### src/rtl/hsiao2_64_pkg.sv
// Shared Hsiao (72,64) SEC-DED definitions for the encoder and hsiao2_64_dec.
// Each H column value is read MSB-first: bit 7 of H_COL[j] drives check bit 0
// (code bit 64) and bit 0 drives check bit 7 (code bit 71).
package hsiao2_64_pkg;

  localparam int unsigned DATA_W = 64;
  localparam int unsigned CHK_W  = 8;
  localparam int unsigned CODE_W = 72;

  // 56 weight-3 columns in ascending order, then the first 8 weight-5 values
  // in ascending order.
  localparam logic [CHK_W-1:0] H_COL [0:DATA_W-1] = '{
    8'h07, 8'h0B, 8'h0D, 8'h0E, 8'h13, 8'h15, 8'h16, 8'h19,
    8'h1A, 8'h1C, 8'h23, 8'h25, 8'h26, 8'h29, 8'h2A, 8'h2C,
    8'h31, 8'h32, 8'h34, 8'h38, 8'h43, 8'h45, 8'h46, 8'h49,
    8'h4A, 8'h4C, 8'h51, 8'h52, 8'h54, 8'h58, 8'h61, 8'h62,
    8'h64, 8'h68, 8'h70, 8'h83, 8'h85, 8'h86, 8'h89, 8'h8A,
    8'h8C, 8'h91, 8'h92, 8'h94, 8'h98, 8'hA1, 8'hA2, 8'hA4,
    8'hA8, 8'hB0, 8'hC1, 8'hC2, 8'hC4, 8'hC8, 8'hD0, 8'hE0,
    8'h1F, 8'h2F, 8'h37, 8'h3B, 8'h3D, 8'h3E, 8'h4F, 8'h57
  };

  // Flat reference of the check byte for a whole data word.
  function automatic logic [CHK_W-1:0] hsiao2_chk(input logic [0:DATA_W-1] data);
    logic [CHK_W-1:0] chk;
    chk = '0;
    for (int j = 0; j < DATA_W; j++) begin
      if (data[j]) chk = chk ^ H_COL[6'(j)];
    end
    return chk;
  endfunction

endpackage

### src/rtl/hsiao2_64_par_half.sv
// Partial check parity over a 32-bit half of the data word, using the H_COL
// entries starting at OFFSET.
module hsiao2_64_par_half
  import hsiao2_64_pkg::*;
#(
  parameter int unsigned OFFSET = 0
) (
  input  logic [0:31]      data,
  output logic [CHK_W-1:0] par
);

  // XOR together the H columns of every set data bit in this half.
  always_comb begin
    par = '0;
    for (int i = 0; i < 32; i++) begin
      if (data[i]) par = par ^ H_COL[6'(OFFSET + i)];
    end
  end

endmodule

### src/rtl/hsiao2_64_enc.sv
// Two-stage pipelined Hsiao (72,64) encoder with valid/ready flow control and
// a saturating count of delivered codewords.
// Optional build macro HSIAO2_ENC_ERR_INJ_EN adds i_inj_mask/i_inj_en, which
// XOR a mask into the codeword as it loads into stage 2.
module hsiao2_64_enc
  import hsiao2_64_pkg::*;
#(
  parameter int unsigned CNT_W = 16
) (
  input  logic              clk,
  input  logic              reset_n,
  input  logic              enable,
  input  logic [0:63]       i_data,
  input  logic              i_valid,
  output logic              o_ready,
  output logic [0:71]       o_code,
  output logic              o_valid,
  input  logic              i_ready,
  output logic [CNT_W-1:0]  o_cnt
`ifdef HSIAO2_ENC_ERR_INJ_EN
  ,
  input  logic [0:71]       i_inj_mask,
  input  logic              i_inj_en
`endif
);

  logic [0:63]      s1_data_q, s1_data_d;
  logic [CHK_W-1:0] s1_pa_q, s1_pa_d, s1_pb_q, s1_pb_d;
  logic             s1_valid_q, s1_valid_d;
  logic [0:71]      s2_code_q, s2_code_d;
  logic             s2_valid_q, s2_valid_d;
  logic [CNT_W-1:0] cnt_q, cnt_d;
  logic [CHK_W-1:0] par_a, par_b;
  logic             adv1, adv2, xfer;

  hsiao2_64_par_half #(.OFFSET(0)) u_par_a (
    .data (i_data[0:31]),
    .par  (par_a)
  );

  hsiao2_64_par_half #(.OFFSET(32)) u_par_b (
    .data (i_data[32:63]),
    .par  (par_b)
  );

  // Stage advance terms; a bubble in s2 is refilled even when downstream stalls.
  always_comb begin
    adv2 = enable & (~s2_valid_q | i_ready);
    adv1 = enable & (~s1_valid_q | adv2);
    xfer = s2_valid_q & i_ready & enable;
  end

  // Next-state for both stages and the delivered-word counter.
  always_comb begin
    s1_data_d  = s1_data_q;
    s1_pa_d    = s1_pa_q;
    s1_pb_d    = s1_pb_q;
    s1_valid_d = s1_valid_q;
    s2_code_d  = s2_code_q;
    s2_valid_d = s2_valid_q;
    cnt_d      = cnt_q;
    if (adv1) begin
      s1_data_d  = i_data;
      s1_pa_d    = par_a;
      s1_pb_d    = par_b;
      s1_valid_d = i_valid;
    end
    if (adv2) begin
      s2_code_d  = {s1_data_q, s1_pa_q ^ s1_pb_q};
      s2_valid_d = s1_valid_q;
`ifdef HSIAO2_ENC_ERR_INJ_EN
      if (i_inj_en) s2_code_d = s2_code_d ^ i_inj_mask;
`endif
    end
    if (xfer && (cnt_q != {CNT_W{1'b1}})) cnt_d = cnt_q + CNT_W'(1);
  end

  // Pipeline and counter registers with synchronous active-low reset.
  always_ff @(posedge clk) begin
    if (!reset_n) begin
      s1_data_q  <= '0;
      s1_pa_q    <= '0;
      s1_pb_q    <= '0;
      s1_valid_q <= 1'b0;
      s2_code_q  <= '0;
      s2_valid_q <= 1'b0;
      cnt_q      <= '0;
    end else begin
      s1_data_q  <= s1_data_d;
      s1_pa_q    <= s1_pa_d;
      s1_pb_q    <= s1_pb_d;
      s1_valid_q <= s1_valid_d;
      s2_code_q  <= s2_code_d;
      s2_valid_q <= s2_valid_d;
      cnt_q      <= cnt_d;
    end
  end

  assign o_ready = adv1;
  assign o_code  = s2_code_q;
  assign o_valid = s2_valid_q;
  assign o_cnt   = cnt_q;

endmodule

### config.mk
export PLATFORM = sky130hd
export DESIGN_NAME = hsiao2_64_enc
export DESIGN_NICKNAME = d
export VERILOG_FILES = /design/src/rtl/hsiao2_64_pkg.sv /design/src/rtl/hsiao2_64_par_half.sv /design/src/rtl/hsiao2_64_enc.sv
export SDC_FILE = /design/constraint.sdc
export NUM_CORES = 1
export LEC_CHECK = 0
export CORE_ASPECT_RATIO = 0.8
export CORE_UTILIZATION = 48
export CTS_CLUSTER_SIZE = 24
export DETAILED_ROUTE_END_ITERATION = 10
export PLACE_DENSITY = 0.84
export SYNTH_ARGS = -nofsm -noshare
export SYNTH_HDL_FRONTEND = slang
export SYNTH_HIERARCHICAL = 1
export SYNTH_SLANG_ARGS = --single-unit
### constraint.sdc
create_clock -name clk -period 1.96 [get_ports clk]
set_input_delay 0.294 -clock clk [delete_from_list [all_inputs] [get_ports clk]]
set_output_delay 0.294 -clock clk [all_outputs]
set_load 0.05 [all_outputs]
Word level (Yosys, flattened, before mapping)
Cells that the tools add are included.
Storage, ports and cells
  word-level logic and storage cells: 145
  output and inout bits: 90
  register bits after elaboration: 170
  input bits: 69
Operators by class
  muxes and demuxes: 64
  eq/ne operators: 1
  bitwise logic cells: 71
  $add $sub $neg: 1
  reduce and logical (&&, ||, !) cells: 1
Operator list (number)
  8-bit 2-to-1 mux: 21
  3-bit NOT: 49
  7-bit 2-to-1 mux: 17
  6-bit 2-to-1 mux: 15
  5-bit NOT: 8
  5-bit 2-to-1 mux: 7
  16-bit by 1-bit adder with 16-bit output, second input constant: 1
  16-bit != test, second input constant: 1
  2-bit NOT with 3-bit output: 5
  4-bit 2-to-1 mux: 3
  8-bit XOR: 1
  1-bit AND: 4
  3-bit 2-to-1 mux: 1
  1-bit NOT: 2
  1-bit bitwise OR: 2
  1-bit logical AND: 1

Depth between registers and ports, before layout
  word-level depth: 63
  mapped depth: 6
  mapped depth without buffers: 6

By module
Netlist, hierarchy kept.
By module, submodules not included
  hsiao2_64_enc: instances 1, area an instance 6159.7 um^2, cells an instance 776, seq. area each 3403.3 um^2
  hsiao2_64_par_half (u_par_a): instances 1, area an instance 705.7 um^2, cells an instance 55, seq. area each 0.0 um^2
  hsiao2_64_par_half (u_par_b): instances 1, area an instance 641.9 um^2, cells an instance 70, seq. area each 0.0 um^2

Worst setup path after synthesis
Ideal clock, no wire load.
  kind: reg-to-reg
  start point: register s2_valid_q, in the netlist o_valid
  end point: register s1_data_q[19] (netlist name)
  setup slack: -0.252 ns
  arrival: 2.080 ns
  required time: 1.828 ns
  buffers on the path: 1
  period minus slack after synthesis: 2.212 ns
  stages on the path, launching flop included: 7
  cells stage by stage: dfxtp_1 -> inv_1 -> o31ai_2 -> inv_2 -> clkbuf_1 -> nand2_1 -> a21oi_1
On the way
  longest elaborated chain between the ends: 5
RTL lines
  from (decl): RTL line hsiao2_64_enc.sv:31  | logic s2_valid_q, s2_valid_d;
  from (signal assigned): RTL line hsiao2_64_enc.sv:94  | s2_valid_q <= s2_valid_d;
  1-bit NOT: RTL line hsiao2_64_enc.sv:48  | adv2 = enable & (~s2_valid_q | i_ready);
  1-bit bitwise OR: RTL line hsiao2_64_enc.sv:48
  1-bit AND: RTL line hsiao2_64_enc.sv:48
  1-bit bitwise OR: RTL line hsiao2_64_enc.sv:49  | adv1 = enable & (~s1_valid_q | adv2);
  1-bit AND: RTL line hsiao2_64_enc.sv:49
  net o_ready: RTL line hsiao2_64_enc.sv:15  | output logic o_ready,
  to (signal assigned): RTL line hsiao2_64_enc.sv:89  | s1_data_q <= s1_data_d;
  to (decl): RTL line hsiao2_64_enc.sv:27  | logic [0:63] s1_data_q, s1_data_d;
The timed path passes the listed nets, and every way through them passes these cells.
A chain may end at the register's enable or synchronous reset.

Final worst setup path
  start point: register s2_code_q, in the netlist o_code[37]
  end point: output o_code[37] (netlist name)
RTL lines
  from (decl): RTL line hsiao2_64_enc.sv:30  | logic [0:71] s2_code_q, s2_code_d;
  from (signal assigned): RTL line hsiao2_64_enc.sv:93  | s2_code_q <= s2_code_d;
  to (decl): RTL line hsiao2_64_enc.sv:16  | output logic [0:71] o_code,
No word-level cell between the ends.

==> metrics list <==
- Share of the yosys chip area belonging to registers: a little under half
- The tool flagged a number of max-cap violations equal to 0.
* Status: finished, final reports clean
- Yosys mapped a number of flops with a built-in enable equal to 0.
- Post-CTS timing repair inserted 0 buffers for setup.
- After clock tree synthesis, the clock-pin slew on the worst setup and hold paths is 0.06 ns.
- Ports: 159
- Summed over all layers, the routed wires come to just over 20 mm.
- Remaining routing DRC violations: 0
* Worst reg-to-reg setup slack: ~0.15 ns
- Share of Yosys cell area claimed by the top area cell type: 45.3%
- Counting along the longest clock path gives a buffer depth of 2.
- Slew of the pin with the lowest slew margin: ~0.57 ns
- Total power draw: ~9500 uW
- Period Utilization, post-route: a little over nine tenths
* Post-route cell area: ~11000 sq um
- Setup total negative slack on the finished layout was measured at 0 ns.
- Across every metal layer, demand over resource in global routing totals 25.7%.
- In the final layout, the share of cells above drive strength 1 is a little under an eighth.
- Measured against its own limit, the worst slew margin works out to 61.8%.
- Static timing analysis puts the maximum clock frequency at roughly 0.52 GHz.
- Leakage power: just over 0.004 uW
- The synthesized netlist contains 45 unique library cells.
- Startpoint type of the worst setup path: register
- The floorplan step defined a die boundary enclosing between 15000 and 20000 sq um.
- Required time worst endpoint: between 1.5 and 2 ns
* Critical-path cell with the highest stage delay: clkdlybuf4s50_1
- After the last flow step, the layout net total stands at ~1200.
- Post-synthesis async set-or-reset flop share: 0%
* Top flip-flop cell by instance count after synthesis: dfxtp_1
* Part of the power in combinational logic: 22.9%
- Maximum net fanout on the critical path: 2
- 0 antenna diodes ended up in the layout.
- Worst min-delay path category: register to register
* Number of detailed-routing iterations run before antenna repair: 5
- Netlist area before placement: ~7500 sq um
- In the global route stage, met2 resource usage came out at between 40% and 50%.
- The via count of the first global-routing pass came to about 6300.
- M3 GR Usage: between 5 and 6%
- Post-cts gate resize count: 9
- Hold slack: between 0.4 and 0.5 ns
- The count of final hold-check violations came to 0.
- CTS tree: done
* Arrival time worst endpoint: 1.63 ns
- Sequential group share of total power: roughly 40%
- The critical path goes through clkdlybuf4s50_1.
* Syn nets: around 1000
* Power share of the clock group: around 37%
* Clock Sinks: 170
- Pin count of the biggest net entering global routing: 45
- For this run, the share of the core covered by cells in the final layout is between 60 and 70%.
- After detailed routing, the average wire length per cell comes to 15.4 um.
- Area inside the core boundary: about 15000 sq um
* Synth Area per Inst: between 8 and 9 sq um
- Net switching is between 20% and 30% of the power.
- Global routing consumed, on the met1 layer, 35.5% of the routing resources.
* Total grt overflow: 0
- The kind of cell with the highest combined delay along the critical path is buffers and inverters.
- The tree is rooted in a clkbuf_16.
* Row count: 40
* Count of buffers inserted at the top-level ports: between 150 and 200
* Initial antenna violation count: 0
* Clock H-tree levels: 4
* Avg Vias per Cell: 5.09
- Placement-stage cell area: about 9900 sq um
- The die is between 100 and 150 um tall.
- For this block, the via count after detailed routing is about 6800.
* Synth warn: 6
- At the later pin of the worst-skew pair, clock insertion delay measures 0.43 ns.
- Once detailed placement completed, the half-perimeter wirelength came to about 15 mm.
* Global placement routability congestion: roughly 0.87
- Number of register bits inferred by synthesis: 170
* Internal portion of total power: between 6000 and 7000 uW
* Ranking of synthesized cells by area: dfxtp_1 (45%), nand2_1 (15%), xnor2_1 (11%)
* Slowest cell delay on critical path: 0.83 ns
* Gate count after technology mapping: around 900
* Min Tclk post-route: 1.92 ns
- Setup repair after global routing left no endpoint under its margin.
* Number of fillers in the final layout: between 1000 and 1500
- First-pass GRT wire length: approximately 32 mm
- Worst clock skew: ~0.007 ns
- Kind of capture point of the worst setup path: output port
* Area overhead of the layout relative to synthesis: 40.8%
- Dividing total power by cell area gives a power density of 895 nW/um^2.
- DRC marker count from the first detailed-route iteration: ~600
- Endpoints failing setup: 0
- The die is approximately 140 um wide.
- Inserted Clock Buffers: 17
* Number of hold-repair buffers added at the cts stage: 0
- VDD sags by at most 0.672 mV.
- Top cell type by total area after synthesis: dfxtp_1
* Number of pins exceeding their max-slew limit in the final report: 0
- Sw power: around 2600 uW
* Number of nets with antenna violations after detailed routing: 0
- met2 is the most crowded layer.
- Starting density of the core: around half
- Type of the setup path with the least slack: register to output port
* Total buffers and inverters traversed by the critical path: 1
-- cells by family after synthesis --
group / Yosys count / synth area share, %
multiplexers: 5 / 0.667
flip-flops: 170 / 45.3
adder cells (fa/ha/maj): 1 / 0.167
XOR/XNOR: 131 / 18.7
buffers and inverters: 61 / 3.15
other: 1 / 0.0500
AND/OR/NAND/NOR: 352 / 18.9
AO/OA/AOI/OAI: 180 / 13.0
-- final timing paths --
kind                 startpoint    endpoint  cells after the start
setup reg to reg       o_cnt[7]   o_cnt[13]                      4
hold / removal    s1_data_q[29]  o_code[29]                      2
setup / recovery     o_code[37]  o_code[37]                      1
hold reg to reg   s1_data_q[29]  o_code[29]                      2
-- flip-flops by register name, summed over array words and instances, names as in the netlist --
name / flops
s1_valid_q: 1
s1_pa_q: 8
o_cnt: 16
o_valid: 1
s1_data_q: 64
s1_pb_q: 8
o_code: 72
-- placed cells by master (no fill, tap or decap), types with 2 or more instances in the layout --
cell type	instances
dlymetal6s2s_1	7
inv_6	2
xor3_1	2
xnor2_1	95
o21ai_0	5
nand3_1	5
or4_1	3
clkbuf_16	17
a21oi_1	150
inv_4	2
clkdlybuf4s50_1	139
inv_1	4
nor2_1	16
dfxtp_1	164
xnor2_2	3
nand4_2	2
nor4_1	3
nand2b_1	3
nand2_1	303
xnor3_1	15
nor3_1	4
clkinv_4	2
clkinvlp_4	3
buf_4	74
nand4_1	5
o31ai_1	4
dlygate4sd2_1	9
clkbuf_1	2
a22oi_1	2
mux2i_1	5
buf_12	12
bufinv_16	3
xor2_1	16
dfxtp_2	6
a211oi_1	8
-- power groups by stage --
stage / clock network (uW) / logic (uW) / registers, uW
after floorplan: 0 / 1170 / 4080
after global placement: 0 / 2120 / 3880
after detailed placement: 0 / 2150 / 3880
after CTS: 3520 / 2170 / 3810
after global routing: 3680 / 2310 / 3830
final: 3480 / 2170 / 3810
-- worst reg2reg max path, delay by kind of cell (launching register included) --
family           cells  cell delay [ns]
AND/OR/NAND/NOR      2             0.93
AO/OA/AOI/OAI        2             0.40
flip-flops           1             0.41
-- cell type report --
class                      count  area (sq um)  share of cell area, %
timing repair buffer         241          2350                   22.3
sequential                   170          3410                   32.3
multi-input combinational    670          3900                   36.9
tap                          210           263                   2.49
clock inverter                12           164                   1.55
inverter                       6          27.5                  0.260
clock buffer                  20           447                   4.23
-- per-stage QoR --
step           setup WS (ns)  cells
4_1_cts              0.00672   1329
6_report              0.0398   1329
2_1_floorplan       -0.00658    901
3_5_place_dp          -0.138   1297
5_1_grt              0.00218   1329
3_3_place_gp         -0.0822   1297
-- synthesized netlist by cell type, types with 3 or more instances --
cell type and n:
nand2_1 303, dfxtp_1 170, a21oi_1 150, xnor2_1 95
clkbuf_1 51, nor2_1 16, xor2_1 16, xnor3_1 15
a211oi_1 8, o21ai_0 6, mux2i_1 5, nand3_1 5
nand4_1 5, inv_1 4, nor3_1 4, nor4_1 4
o31ai_1 4, nand2b_1 3, or4_1 3, xnor2_2 3
-- metal layers --
metal,up-vias,part of all wire [%]
met3,21,5.7
met4,0,1.2
met2,204,46
met1,3172,47
li1,3366,-
met5,-,0
No activity file was read; power rests on OpenSTA's default activity.
